--- config.mk ---
export PLATFORM = sky130hd
export DESIGN_NAME = bcd_countdown_display_flat
export DESIGN_NICKNAME = d
export VERILOG_FILES = /design/src/rtl/bcd_countdown_display_if.sv /design/src/rtl/bcd_countdown_display.sv /design/src/flat_wrapper.sv
export SDC_FILE = /design/constraint.sdc
export NUM_CORES = 1
export LEC_CHECK = 0
export BUFFER_PORTS_ARGS = -buffer_cell sky130_fd_sc_hd__buf_2
export CAP_MARGIN = 0
export CORE_MARGIN = 2
export CORE_UTILIZATION = 35
export DETAILED_ROUTE_END_ITERATION = 10
export GPL_TIMING_DRIVEN = 0
export REMOVE_ABC_BUFFERS = 1
export SYNTH_ARGS = -nofsm -noshare
export SYNTH_HDL_FRONTEND = slang
export SYNTH_SLANG_ARGS = --single-unit
--- constraint.sdc ---
create_clock -name Clock -period 2.75 [get_ports Clock]
set_input_delay 0.1375 -clock Clock [delete_from_list [all_inputs] [get_ports Clock]]
set_output_delay 0.1375 -clock Clock [all_outputs]
set_load 0.1 [all_outputs]
--- src/rtl/bcd_countdown_display_if.sv ---
// Control and display bundle between the sequencing FSM and the BCD countdown display.
// The master drives Load/LoadValue/Enable/Blink; the slave returns the count, flags and segments.
interface bcd_countdown_display_if #(
    parameter int NUM_DIGITS = 2
);
    logic                    Load;
    logic [4*NUM_DIGITS-1:0] LoadValue;
    logic                    Enable;
    logic                    Blink;
    logic [4*NUM_DIGITS-1:0] Count;
    logic                    Zero;
    logic                    Done;
    logic [7*NUM_DIGITS-1:0] Segments;

    modport master (
        output Load, LoadValue, Enable, Blink,
        input  Count, Zero, Done, Segments
    );

    modport slave (
        input  Load, LoadValue, Enable, Blink,
        output Count, Zero, Done, Segments
    );
endinterface

--- src/rtl/bcd_countdown_display.sv ---
// Multi-digit BCD countdown timer with prescaled ticks, expiry flags and registered
// active-low 7-segment drive including leading-zero blanking and expiry blinking.
module bcd_countdown_display #(
    parameter int NUM_DIGITS = 2,
    parameter int TICK_DIV   = 50_000_000,
    parameter int BLINK_DIV  = 25_000_000,
    parameter int LEAD_BLANK = 1
) (
    input  logic                   Clock,
    input  logic                   Reset,
    bcd_countdown_display_if.slave bus
);
    localparam int DW = 4 * NUM_DIGITS;
    localparam int SW = 7 * NUM_DIGITS;
    localparam int PW = $clog2(TICK_DIV);
    localparam int BW = $clog2(BLINK_DIV);
    localparam logic [PW-1:0] TICK_LAST  = PW'(TICK_DIV - 1);
    localparam logic [BW-1:0] BLINK_LAST = BW'(BLINK_DIV - 1);

    typedef enum logic [1:0] {
        IDLE,
        RUN,
        EXPIRED
    } state_t;

    state_t        state_q, state_d;
    logic [DW-1:0] count_q, count_d;
    logic [PW-1:0] presc_q, presc_d;
    logic [BW-1:0] blink_cnt_q, blink_cnt_d;
    logic          blink_phase_q, blink_phase_d;
    logic [SW-1:0] seg_q, seg_d;

    logic [DW-1:0] load_clamped;
    logic [DW-1:0] count_dec;
    logic [3:0]    load_digit;
    logic          borrow;
    logic [3:0]    show_digit;
    logic          higher_zero;
    logic          tick;
    logic          last_tick;
    logic          done;

    function automatic logic [6:0] seg_decode(input logic [3:0] d);
        case (d)
            4'd0:    seg_decode = 7'b0000001;
            4'd1:    seg_decode = 7'b1001111;
            4'd2:    seg_decode = 7'b0010010;
            4'd3:    seg_decode = 7'b0000110;
            4'd4:    seg_decode = 7'b1001100;
            4'd5:    seg_decode = 7'b0100100;
            4'd6:    seg_decode = 7'b0100000;
            4'd7:    seg_decode = 7'b0001111;
            4'd8:    seg_decode = 7'b0000000;
            4'd9:    seg_decode = 7'b0001100;
            default: seg_decode = 7'b1111111;
        endcase
    endfunction

    assign tick      = (state_q == RUN) && bus.Enable && (presc_q == TICK_LAST);
    assign last_tick = tick && (count_q == DW'(1));

    always_ff @(posedge Clock) begin
        if (Reset) begin
            state_q       <= IDLE;
            count_q       <= '0;
            presc_q       <= '0;
            blink_cnt_q   <= '0;
            blink_phase_q <= 1'b0;
            seg_q         <= '1;
        end else begin
            state_q       <= state_d;
            count_q       <= count_d;
            presc_q       <= presc_d;
            blink_cnt_q   <= blink_cnt_d;
            blink_phase_q <= blink_phase_d;
            seg_q         <= seg_d;
        end
    end

    // Clamp of the load value and the rippling BCD borrow, e.g. 100 -> 099.
    always_comb begin
        load_clamped = '0;
        count_dec    = count_q;
        load_digit   = '0;
        borrow       = 1'b1;
        for (int k = 0; k < NUM_DIGITS; k++) begin
            load_digit = bus.LoadValue[4*k +: 4];
            load_clamped[4*k +: 4] = (load_digit > 4'd9) ? 4'd9 : load_digit;
            if (borrow) begin
                if (count_q[4*k +: 4] == 4'd0) begin
                    count_dec[4*k +: 4] = 4'd9;
                end else begin
                    count_dec[4*k +: 4] = count_q[4*k +: 4] - 4'd1;
                    borrow = 1'b0;
                end
            end
        end
    end

    always_comb begin
        state_d = state_q;
        if (bus.Load) begin
            state_d = (load_clamped != '0) ? RUN : EXPIRED;
        end else if (last_tick) begin
            state_d = EXPIRED;
        end
    end

    // Load discards a coincident tick; any entry into EXPIRED restarts the blink on the visible phase.
    always_comb begin
        count_d       = count_q;
        presc_d       = presc_q;
        blink_cnt_d   = blink_cnt_q;
        blink_phase_d = blink_phase_q;
        if (bus.Load) begin
            count_d       = load_clamped;
            presc_d       = '0;
            blink_cnt_d   = '0;
            blink_phase_d = 1'b0;
        end else begin
            if ((state_q == RUN) && bus.Enable) begin
                presc_d = tick ? '0 : presc_q + 1'b1;
            end
            if (tick) begin
                count_d = last_tick ? '0 : count_dec;
            end
            if (last_tick) begin
                blink_cnt_d   = '0;
                blink_phase_d = 1'b0;
            end else if (state_q == EXPIRED) begin
                if (blink_cnt_q == BLINK_LAST) begin
                    blink_cnt_d   = '0;
                    blink_phase_d = ~blink_phase_q;
                end else begin
                    blink_cnt_d = blink_cnt_q + 1'b1;
                end
            end
        end
    end

    // Done is combinational so it lands on the tick cycle itself, not on the following one.
    always_comb begin
        seg_d       = '1;
        show_digit  = '0;
        higher_zero = 1'b1;
        done        = last_tick && !bus.Load && !Reset;
        if (state_q != IDLE) begin
            for (int k = NUM_DIGITS - 1; k >= 0; k--) begin
                show_digit  = count_q[4*k +: 4];
                higher_zero = higher_zero && (show_digit == 4'd0);
                if (!((LEAD_BLANK != 0) && (k > 0) && higher_zero)) begin
                    seg_d[7*k +: 7] = seg_decode(show_digit);
                end
            end
            if ((state_q == EXPIRED) && bus.Blink && blink_phase_q) begin
                seg_d = '1;
            end
        end
    end

    assign bus.Count    = count_q;
    assign bus.Zero     = (count_q == '0);
    assign bus.Done     = done;
    assign bus.Segments = seg_q;
endmodule

--- src/flat_wrapper.sv ---
// flat-port wrapper written by rule: the top's interface ports become plain ports
module bcd_countdown_display_flat 
#(
    parameter int NUM_DIGITS = 2,
    parameter int TICK_DIV   = 50_000_000,
    parameter int BLINK_DIV  = 25_000_000,
    parameter int LEAD_BLANK = 1
)
  (Clock, Reset, bus_Load, bus_LoadValue, bus_Enable, bus_Blink, bus_Count, bus_Zero, bus_Done, bus_Segments);
  bcd_countdown_display_if #(.NUM_DIGITS(NUM_DIGITS)) bus_i ();
  input  logic Clock;
  input  logic Reset;
  input wire logic [$bits(bus_i.Load)-1:0] bus_Load;
  input wire logic [$bits(bus_i.LoadValue)-1:0] bus_LoadValue;
  input wire logic [$bits(bus_i.Enable)-1:0] bus_Enable;
  input wire logic [$bits(bus_i.Blink)-1:0] bus_Blink;
  output wire logic [$bits(bus_i.Count)-1:0] bus_Count;
  output wire logic [$bits(bus_i.Zero)-1:0] bus_Zero;
  output wire logic [$bits(bus_i.Done)-1:0] bus_Done;
  output wire logic [$bits(bus_i.Segments)-1:0] bus_Segments;
  assign bus_i.Load = bus_Load;
  assign bus_i.LoadValue = bus_LoadValue;
  assign bus_i.Enable = bus_Enable;
  assign bus_i.Blink = bus_Blink;
  assign bus_Count = bus_i.Count;
  assign bus_Zero = bus_i.Zero;
  assign bus_Done = bus_i.Done;
  assign bus_Segments = bus_i.Segments;
  bcd_countdown_display #(.NUM_DIGITS(NUM_DIGITS), .TICK_DIV(TICK_DIV), .BLINK_DIV(BLINK_DIV), .LEAD_BLANK(LEAD_BLANK)) u_core (.Clock(Clock), .Reset(Reset), .bus(bus_i));
endmodule
==> impl_metrics.json <==
{
  "clkLatencyLatePin_ns": 0.35,
  "die_h_um": 109,
  "synth.avg_cell_area_um2": 8.54,
  "fmax_ghz": 0.386,
  "setup.worst_path.start_class": "flop",
  "p_switching_w": 0.000681,
  "switching_share_pct": 29.1,
  "pwr-share-comb_pct": 14.8,
  "drtAntennaViolNets": 0,
  "path_max_fanout": 7,
  "syn_inst": 450,
  "total_leakage_power_nw": 1.51,
  "cts_sinks": 76,
  "setup_viol": 0,
  "drv_slew": 0,
  "min_period_ns": 2.59,
  "rsz0062_at_grt": "false",
  "crit_required_ns": 2.61,
  "period_share_pct": 94.2,
  "cap_viol_max_count": 0,
  "finalClockSkew_ns": 0.0127,
  "rows": 38,
  "die_area_mm2": 0.0118,
  "outcome": "finished clean",
  "slowest_stage": "or3b_4",
  "worstSetupPathType": "flop to primary output",
  "p_per_area_mw_per_mm2": 541,
  "root_buffer": "clkbuf_8",
  "numCtsBuffers": 9,
  "grt.overflow.total": 0,
  "hold_class": "primary input to flop",
  "globalplace.congestion": 0.782,
  "worstMarginPinSlew_ns": 0.772,
  "dr.pass1.iters": 4,
  "port_buffers": 36,
  "vias": 3222,
  "wl_per_cell_um": 12.8,
  "p_clk_share_pct": 36.0,
  "final_cell_mix": "nor2_1, dfxtp_1, buf_2",
  "place_area_mm2": 0.00411,
  "cts_buffer_depth": 2,
  "crit_arrival_ns": 2.45,
  "crit_path_end_kind": "primary output",
  "n_fill_cell": 1095,
  "ir_drop_mv": 0.204,
  "worstPathCellList": "inv_1 -> ha_1 -> or3b_4 -> nor4_4 -> nand2_1 -> nor2_1 -> buf_4",
  "grt_max_degree": 26,
  "area.growth.synth_to_final_pct": 12.4,
  "initial_core_util_pct": 35.6,
  "coreArea_mm2": 0.0108,
  "ys_seq_area_share_pct": 39.6,
  "ys_types": 59,
  "clk_pin_slew_ns": 0.07,
  "drt_iter0_markers": 149,
  "first_global_vias": 2955,
  "ys_async_sr_fraction_pct": 0,
  "cts_tree": "built",
  "vias_per_cell": 5.16,
  "grt_antenna_before_repair": 0,
  "dp_hpwl_um": 5680,
  "layout.cells.most_common": "nor2_1",
  "seqPwrFrac_pct": 49.3,
  "fin_util_pct": 40.0,
  "drt_wl_total_um": 8010,
  "syn_area_mm2": 0.00384,
  "instances_no_fill": 625,
  "htreeDepth": 3,
  "drive_gt1_share_pct": 14.0,
  "dpl.cell_count": 608,
  "cp_slowest_stage_delay_ns": 0.44,
  "relSlewSlack_pct": 48.5,
  "hold_viol": 0,
  "diodes": 0,
  "layout.nets": 506,
  "cts_hold_buf": 0,
  "grt_pass1_wl_um": 13700,
  "synth-edff-count": 0,
  "drc": 0,
  "timing.hold.ws_ns": 0.127,
  "dieWidth_um": 109,
  "postLayoutCellArea_mm2": 0.00432,
  "track_usage_pct": 14.4,
  "synth-main-ff-cell": "dfxtp_1",
  "yosys_register_bits": 76,
  "yosys_warnings": 0,
  "intPower_w": 0.00166,
  "io_pins": 37
}
-- repair_timing --
action | 4_1_cts | 5_1_grt
pin swaps | 1 | 0
resized for setup | 1 | 2
setup endpoints to repair | 1 | 47
buffers inserted | 1 | 0
gates cloned | 0 | 0
-- cell type report --
| cell class | instances | area, µm² | share of cell area [%] |
|---|---|---|---|
| multi-input combinational | 341 | 2180 | 50.4 |
| inverter | 15 | 56.3 | 1.30 |
| clock buffer | 16 | 200 | 4.63 |
| sequential | 76 | 1520 | 35.2 |
| tap | 140 | 175 | 4.05 |
| timing repair buffer | 37 | 190 | 4.40 |
-- power groups by stage --
stage / registers (W) / logic (W) / clock network, W
2_1_floorplan: 0.00131 / 0.000133 / 0
3_3_place_gp: 0.00118 / 0.000343 / 0
3_5_place_dp: 0.00118 / 0.000345 / 0
4_1_cts: 0.00115 / 0.000347 / 0.000864
5_1_grt: 0.00116 / 0.000373 / 0.000913
6_report: 0.00115 / 0.000345 / 0.000841
-- worst paths after layout --
check | depth (start not counted) | start | slack [ns] | endpoint
max | 7 | u_core.bus.Count[4] | 0.16 | bus_Done
min | 2 | Reset | 0.13 | u_core.bus.Count[0]
max reg2reg | 5 | u_core.state_q[1] | 0.33 | u_core.blink_cnt_q[5]
min reg2reg | 2 | u_core.presc_q[25] | 0.50 | u_core.presc_q[25]
-- logic make-up (layout without fill, tap and decap cells) --
group	Yosys count	after routing	synth area share (%)
fa+ha+maj	13	13	4.23
mux	5	5	1.30
buf+inv	33	68	3.81
simple gates	212	212	29.6
flops	76	76	39.6
compound gates	63	63	10.5
xor+xnor	48	48	10.9
-- registers in the layout, indices dropped and copies added, names as in the netlist --
signal	flops
u_core.blink_cnt_q	25
u_core.blink_phase_q	1
u_core.bus.Segments	14
u_core.state_q	2
u_core.bus.Count	8
u_core.presc_q	26
-- synth_stat cells (all sizes together), types with 3 or more instances --
cell type  count  area (µm²)
nand3         16        85.1
buf           12        67.6
nand4         19         140
nand2         32         120
and3           7        43.8
o21ai         15        75.1
nor4          12         111
inv           15        56.3
nor3          13        81.3
a211oi         7        52.6
nor2          80         300
and4           5        43.8
xor2          24         210
nor3b          4        30.0
dfxtp         76        1520
nor2b          3        18.8
xnor2         24         210
nand2b         4        25.0
ha            13         163
mux2i          5        50.1
nor4b          3        26.3
a21oi         23         115
clkbuf         6        22.5
-- critical path, delay by kind of cell (launching register included) --
family / cells / cell delay (ns)
buffers and inverters: 2 / 0.45
and+or+nand+nor: 4 / 1.02
DFF: 1 / 0.39
adders and majority gates: 1 / 0.24
-- through the flow --
| stage | power (W) | worst slack, ns | TNS [ns] |
|---|---|---|---|
| global route | 0.00244 | 0.00360 | 0 |
| global placement | 0.00152 | 0.182 | 0 |
| finish | 0.00234 | 0.158 | 0 |
| floorplan | 0.00145 | -0.609 | -0.934 |
| detailed placement | 0.00152 | 0.124 | 0 |
| CTS | 0.00236 | 0.0988 | 0 |
-- layer usage --
metal  GRT usage, %  wire length (µm)  share of wire [%]  vias to the layer above
met3           2.45               273                3.4                       11
met4           6.50               145                1.8                        0
li1               -                 -                  -                     1628
met5              0                 0                  0                        -
met1           18.7              3820                 48                     1521
met2           23.4              3770                 47                       62
Note: power is estimated with default switching activity, not from simulation.
